## config.mk

```make
export PLATFORM = sky130hd
export DESIGN_NAME = stream_packet_arbiter
export DESIGN_NICKNAME = d
export VERILOG_FILES = /design/src/rtl/stream_packet_arbiter.sv
export SDC_FILE = /design/constraint.sdc
export NUM_CORES = 1
export LEC_CHECK = 0
export CAP_MARGIN = 15
export CORE_MARGIN = 5
export CORE_UTILIZATION = 38
export DETAILED_ROUTE_END_ITERATION = 16
export GPL_ROUTABILITY_DRIVEN = 0
export PLACE_DENSITY = 0.82
export SYNTH_ARGS = -nofsm -noshare
export SYNTH_HDL_FRONTEND = slang
export SYNTH_SLANG_ARGS = --single-unit
```

## constraint.sdc

```tcl
create_clock -name clkIn -period 2.72 [get_ports clkIn]
set_input_delay 0.544 -clock clkIn [delete_from_list [all_inputs] [get_ports clkIn]]
set_output_delay 0.544 -clock clkIn [all_outputs]
set_load 0.05 [all_outputs]
```

## src/rtl/stream_packet_arbiter.sv

```systemverilog
// Round-robin packet arbiter: NUM_SRC vector streams share one registered sink port.
// A grant is held from the first accepted beat until the beat carrying last is accepted.
module stream_packet_arbiter #(
    parameter int NUM_SRC     = 4,
    parameter int DATA_WIDTH  = 32,
    parameter int VECTOR_SIZE = 1,
    parameter int CNT_WIDTH   = 16
) (
    input  logic                                      clkIn,
    input  logic                                      rstIn,
    input  logic [NUM_SRC*DATA_WIDTH*VECTOR_SIZE-1:0] dataIn,
    input  logic [NUM_SRC*VECTOR_SIZE-1:0]            validIn,
    input  logic [NUM_SRC-1:0]                        lastIn,
    output logic [NUM_SRC-1:0]                        readyOut,
    output logic [DATA_WIDTH*VECTOR_SIZE-1:0]         dataOut,
    output logic [VECTOR_SIZE-1:0]                    validOut,
    output logic                                      lastOut,
    input  logic                                      readyIn,
    output logic [NUM_SRC-1:0]                        grantOut,
    output logic [CNT_WIDTH-1:0]                      pktCountOut
);

    localparam int BeatW = DATA_WIDTH * VECTOR_SIZE;
    localparam int PtrW  = $clog2(NUM_SRC);

    typedef enum logic {
        Idle,
        Lock
    } state_t;

    state_t state;

    logic [PtrW-1:0]      rrPtr;
    logic [PtrW-1:0]      grantIdx;
    logic [NUM_SRC-1:0]   req;
    logic                 anyReq;
    logic [2*NUM_SRC-1:0] reqTwice;
    logic [NUM_SRC-1:0]   reqRot;
    logic                 found;
    logic [PtrW-1:0]      offset;
    logic [PtrW:0]        pickSum;
    logic [PtrW-1:0]      pickIdx;
    logic [NUM_SRC-1:0]   pick;

    logic [BeatW-1:0]       selData;
    logic [VECTOR_SIZE-1:0] selValid;
    logic                   selLast;
    logic                   selReq;

    logic outBusy;
    logic slotFree;
    logic accept;
    logic acceptLast;

    always_comb begin
        for (int s = 0; s < NUM_SRC; s++) begin
            req[s] = |validIn[s*VECTOR_SIZE +: VECTOR_SIZE];
        end
    end

    assign anyReq = |req;

    // Rotate requests so that bit 0 is the source at the round-robin pointer.
    always_comb begin
        reqTwice = {req, req} >> rrPtr;
        reqRot   = reqTwice[NUM_SRC-1:0];
        found    = 1'b0;
        offset   = '0;
        for (int i = 0; i < NUM_SRC; i++) begin
            if (!found && reqRot[i]) begin
                found  = 1'b1;
                offset = PtrW'(i);
            end
        end
        pickSum = {1'b0, rrPtr} + {1'b0, offset};
        if (pickSum >= (PtrW+1)'(NUM_SRC)) begin
            pickSum = pickSum - (PtrW+1)'(NUM_SRC);
        end
        pickIdx = pickSum[PtrW-1:0];
        pick    = NUM_SRC'(1) << pickIdx;
    end

    // One-hot grant drives an AND-OR mux of the granted source beat.
    always_comb begin
        selData  = '0;
        selValid = '0;
        selLast  = 1'b0;
        selReq   = 1'b0;
        for (int s = 0; s < NUM_SRC; s++) begin
            if (grantOut[s]) begin
                selData  = selData  | dataIn[s*BeatW +: BeatW];
                selValid = selValid | validIn[s*VECTOR_SIZE +: VECTOR_SIZE];
                selLast  = selLast  | lastIn[s];
                selReq   = selReq   | req[s];
            end
        end
    end

    assign outBusy    = |validOut;
    assign slotFree   = !outBusy || readyIn;
    assign readyOut   = (state == Lock && slotFree) ? grantOut : '0;
    assign accept     = (state == Lock) && slotFree && selReq;
    assign acceptLast = accept && selLast;

    always_ff @(posedge clkIn or negedge rstIn) begin
        if (!rstIn) begin
            state       <= Idle;
            rrPtr       <= '0;
            grantIdx    <= '0;
            grantOut    <= '0;
            pktCountOut <= '0;
        end else begin
            unique case (state)
                Idle: begin
                    if (anyReq) begin
                        grantOut <= pick;
                        grantIdx <= pickIdx;
                        state    <= Lock;
                    end
                end
                Lock: begin
                    if (acceptLast) begin
                        pktCountOut <= pktCountOut + 1'b1;
                        rrPtr       <= (grantIdx == PtrW'(NUM_SRC - 1)) ?
                                       '0 : grantIdx + 1'b1;
                        grantOut    <= '0;
                        state       <= Idle;
                    end
                end
                default: state <= Idle;
            endcase
        end
    end

    // Output register: refill on accept, otherwise drain when the sink takes it.
    always_ff @(posedge clkIn or negedge rstIn) begin
        if (!rstIn) begin
            dataOut  <= '0;
            validOut <= '0;
            lastOut  <= 1'b0;
        end else if (accept) begin
            dataOut  <= selData;
            validOut <= selValid;
            lastOut  <= selLast;
        end else if (outBusy && readyIn) begin
            validOut <= '0;
            lastOut  <= 1'b0;
        end
    end

endmodule

```

# Yosys cells after proc, flatten, opt, wreduce, memory -nomap -nowiden

Cells that the tools add are included.

$add $sub $neg: 4
Order comparisons: 1
Equality and inequality tests: 3
Shift operators: 2
Mux-type cells: 30
Bitwise gates (word level): 10
Reductions and logical operators: 17

Operators by type and width:

| cell                  | number |
|---|---|
| $mux 32               | 4 |
| $or 32x32->32         | 3 |
| $mux 1                | 17 |
| $add 16x1->16 const B | 1 |
| $mux 4                | 3 |
| $mux 2                | 4 |
| $pmux 4 s2            | 1 |
| $shr 8x2->4           | 1 |
| $logic_and 1x1->1     | 7 |
| $or 1x1->1            | 6 |
| $reduce_and 2->1      | 3 |
| $logic_not 1->1       | 4 |
| $reduce_or 4->1       | 1 |
| $shl 1x2->4 const A   | 1 |
| $add 2x2->3           | 1 |
| $ge 3x3->1 const B    | 1 |
| $add 2x1->2 const B   | 1 |
| $eq 2x2->1 const B    | 1 |
| $ne 2x1->1 const B    | 1 |
| $ne 2x2->1 const B    | 1 |
| $pmux 1 s2            | 1 |
| $reduce_bool 2->1     | 1 |
| $sub 2x1->2 const B   | 1 |
| $logic_or 1x1->1      | 1 |
| $not 1->1             | 1 |

Bits in registers: 59
Bits of input ports: 139
Output and inout port bits: 58
Word-level logic and storage cells: 75

# Longest topological paths before layout

Gate-level depths: netlist of the first run.

Depth after elaboration: 17
Gate-level depth with buffers: 10
Depth with buffers taken out: 9

# Least setup slack after synthesis of the first run

No wires, ideal clock.

Kind: register -> output
Start: reg grantOut[2]
End: out readyOut[2]
Data arrival time: 1,642 ps
Data required time: 2,176 ps
Slack: 534 ps
Stages on the path, launching flop included: 4
Path buffers: 2
Cell sequence: dfrtp_1 buf_2 clkbuf_1 and3_1

Cells in the longest elaborated chain, start to end: 1

Ends and longest elaborated chain:

| element                | line | RTL |
|---|---|---|
| start, declared        | 19   | `output logic [NUM_SRC-1:0] grantOut,` |
| start signal, assigned | 116  | `grantOut <= pick;` |
| $mux 4                 | 101  | `assign readyOut = (state == Lock && slotFree) ? grantOut : '0;` |
| end, declared          | 14   | `output logic [NUM_SRC-1:0] readyOut,` |

Every way passes these cells.

# Worst setup path in the final report of the first run

Start: in validIn[2]
End: reg grantOut[2]

Cells in the longest elaborated chain, start to end: 17
Elaborated cells between the ends (all ways): 30
Those cells by class: add/sub: 2; order compare: 1; eq/ne: 2; shift: 2; mux: 11; bitwise: 2; reduce/logical: 10

Ends and longest elaborated chain:

| element                                          | line   | RTL |
|---|---|---|
| start, declared                                  | 12     | `input logic [NUM_SRC*VECTOR_SIZE-1:0] validIn,` |
| $shr 8x2->4 *                                    | 65     | `reqTwice = {req, req} >> rrPtr;` |
| $mux 1                                           | 70     | `if (!found && reqRot[i]) begin` |
| $logic_not 1->1                                  | 70     |  |
| $logic_and 1x1->1                                | 70     |  |
| $mux 1                                           | 70     |  |
| $logic_not 1->1                                  | 70     |  |
| $logic_and 1x1->1                                | 70     |  |
| $mux 1                                           | 70     |  |
| [... 2 more ...]                                 | --     |  |
| $mux 2 *                                         | 70     |  |
| $add 2x2->3 *                                    | 75     | `pickSum = {1'b0, rrPtr} + {1'b0, offset};` |
| $ge 3x3->1 / $sub 2x1->2 (equally long branches) | 76, 77 |  |
| $mux 2 *                                         | 76     | `if (pickSum >= (PtrW+1)'(NUM_SRC)) begin` |
| named net pickSum[0]                             | 41     | `logic [PtrW:0] pickSum;` |
| $shl 1x2->4 *                                    | 80     | `pick = NUM_SRC'(1) << pickIdx;` |
| $mux 4 *                                         | 115    | `if (anyReq) begin` |
| $pmux 4 s2 *                                     | 113    | `unique case (state)` |

The timed path passes the listed nets; every way through them passes the cells marked *. The select of a mux whose other input is x is not followed.
A chain may end at the register's enable or synchronous reset.

==> flow_summary.toml, run 1 <==
[detailed_routing]
first_pass_iters = 5
ant_nets = 0
drc = 0
vias = 3653
vias_per_cell = 5.664
drt-initial-drc-count = 187
routed_wl_um = 12490
post_drt_wl_per_cell_um = 19.36

[critical_path]
ff2ff_setup_slack_ns = 0.48
path_class = "input port to register"
r2r_start = "rrPtr[0]"
crit_path_end_kind = "register"
start_kind = "input port"
worst_path_largest_cell_delay_ns = 0.54
crit_arrival_ns = 2.74
crit_slowest_cell = "clkdlybuf4s50_1"
r2r.worst_path.cells = 7
path_cells = "clkdlybuf4s50_1, o311ai_0, o21ai_0, o221ai_1, ha_1, nor4_1, o21ai_0, nand3_1"
critPathMaxFanout = 8
crit_required_ns = 2.97
r2r_end = "grantOut[2]"
cp_common_cell = "o21ai_0"

[finish]
nets = 674
multi_input_area_mm2 = 0.001634
drive_above_1_share_pct = 9.497
syn2layout_area_growth_pct = 70.14
fillCellCount = 691
antenna_cells = 0
stdcell_count = 645
register_area_mm2 = 0.001476

[global_route]
top_usage_layer = "met2"
antenna_found_initial = 0
grt-ovfl-total = 0
grt_use_met2_pct = 39.12
grt_max_degree = 45
grt_pass1_wl_um = 18140
met1_usage_pct = 25.30
grt_use_met3_pct = 3.992
grt_pass1_vias = 3669
groute.usage.overall_pct = 21.91

[clock_network]
ctsHoldBuffers = 0
cts_resized = 0
cts_tree = "yes"
clk_latency_ns = 0.33
clk_pin_slew_ns = 0.07
cts_sinks = 59
post_cts_buffers = 0
numCtsBuffers = 9
ctsHtreeMaxLevel = 3
cts-root-buf = "clkbuf_8"
cts_buffer_depth = 2

[power]
ir_drop_mv = 0.8213
power_w = 0.006091
leakage_nw = 2.172
powerDensity_mw_per_mm2 = 1086

[sta]
relSlewSlack_pct = 53.64
tns_ns = 0
worstMarginPinSlew_ns = 0.6912
fin_crit_sh_pct = 91.52
rsz0062_at_grt = "false"
skew_ns = 0.009938
slew_viol_final = 0
min_period_ns = 2.489
timing.fmax_mhz = 401.7
finalHoldViolations = 0
setup-violations-final = 0

[floorplan]
rows = 34
die_area_mm2 = 0.01064
core_mm2 = 0.008593
die_x_um = 103.2
initial_core_util_pct = 38.38
die_y_um = 103.2
ios = 197

[logic_synthesis]
netlist_area_mm2 = 0.003298
ys_seq_area_share_pct = 44.76
yosysWarnings = 0
synth_top_area_share_pct = 44.76
ys.flop_type = "dfrtp_1"
synth_area_leaders = "dfrtp_1 (45%), a22oi_1 (15%), a31oi_1 (6.1%)"
postSynthCellCount = 344
synth_area_leader_cell = "dfrtp_1"
synth_cell_type_count = 47
syn_avg_cell_area_um2 = 9.588
synth_nets = 486
async_flop_share_pct = 100.0
synth_edf_count = 0
ys_seq_elements = 59

[placement]
portBuffers = 196
dp_hpwl_um = 9562
placed_cells = 629

[run]
drv_cap = 0

[outcome]
outcome = "finished, final reports clean"

[min_path]
hp-class = "input port to async pin"
[stage by stage]
step / util (%) / hold slack [ns] / instance area, um2 / setup WS [ns]
2_1_floorplan: - / 0.2484 / 3298 / 0.5344
3_3_place_gp: 63.21 / 0.4700 / 5431 / 0.1664
3_5_place_dp: 63.21 / 0.4774 / 5431 / 0.01170
4_1_cts: 65.30 / 0.2043 / 5612 / 0.3490
5_1_grt: 65.30 / 0.2249 / 5612 / 0.01469
6_report: 65.30 / 0.1989 / 5612 / 0.2306
[power breakdown]
group          internal, W  leakage [nW]  switching [W]
Sequential         0.00123         0.722       0.000298
Clock             0.000377        0.0884       0.000340
Combinational      0.00144          1.36        0.00240
[worst max-delay path by stage]
stage | start | cells past startpoint | endpoint
finish | validIn[2] | 8 | grantOut[2]
floorplan | grantOut[2] | 3 | readyOut[2]
detailed placement | validIn[2] | 10 | grantOut[3]
global placement | validIn[2] | 10 | grantOut[1]
CTS | validIn[2] | 9 | grantOut[3]
global route | validIn[2] | 9 | grantOut[2]
[layer usage]
layer,vias up,wire length [um]
met5,-,0
met4,0,411
met3,37,1076
met2,184,6286
met1,1738,4716
li1,1694,-
[final cells by class]
cell class / instances / share of cell area (%)
timing repair buffer: 211 / 38.75
multi-input combinational: 248 / 29.12
sequential: 59 / 26.31
clock buffer: 12 / 2.765
tap: 108 / 2.408
clock inverter: 4 / 0.4459
inverter: 3 / 0.2007
[registers in the layout (all words and copies together), names as in the netlist]
register and count:
dataOut 32, grantOut 4, grantIdx 2, state 1, lastOut 1, rrPtr 2, pktCountOut 16, validOut 1
[cells by family after synthesis]
family                     Yosys count  share of synthesized area [%]
and+or+nand+nor                     97                          14.76
adders and majority gates            3                          1.138
buffers and inverters               37                          5.690
DFF                                 59                          44.76
muxes                                3                          1.024
xor gates and xnor gates            17                          4.514
AOI/OAI and AO/OA                  128                          28.11
[cells in the final DEF (no fill, tap or decap), drive strengths merged, types with 3 or more instances in the layout]
cell | Yosys | layout
a22oi | 66 | 66
buf | 20 | 24
nand2 | 11 | 11
nor4 | 7 | 7
mux2 | 3 | 3
xnor2 | 10 | 10
dfrtp | 59 | 59
a31oi | 32 | 32
nor2 | 35 | 35
o21ai | 10 | 10
nor3 | 6 | 6
and3 | 6 | 6
ha | 3 | 3
nand3 | 17 | 17
clkbuf | 14 | 12
clkdlybuf4s50 | 0 | 187
xor2 | 7 | 7
o211ai | 5 | 5
inv | 3 | 3
nand4 | 4 | 4
[synth_stat cells, types with 6 or more instances]
library cell / instances
nor3_1: 6
xnor2_1: 10
dfrtp_1: 59
nand2_1: 11
buf_2: 15
nor2_1: 34
clkbuf_1: 14
o21ai_0: 9
and3_1: 6
a31oi_1: 32
xor2_1: 7
a22oi_1: 66
nor4_1: 6
nand3_1: 16
[critical path, delay by kind of cell]
family / cells / cell delay [ns]
buffers and inverters: 1 / 0.54
and+or+nand+nor: 2 / 0.60
adders and majority gates: 1 / 0.30
AOI/OAI and AO/OA: 4 / 0.76
(Power assumes the default switching activity.)
==> inputs of run 2 (changes only) <==
- CTS_CLUSTER_SIZE: default -> 24
==> results of run 2 <==
No change in the layout: final DEF, timing and power equal those of run 1.
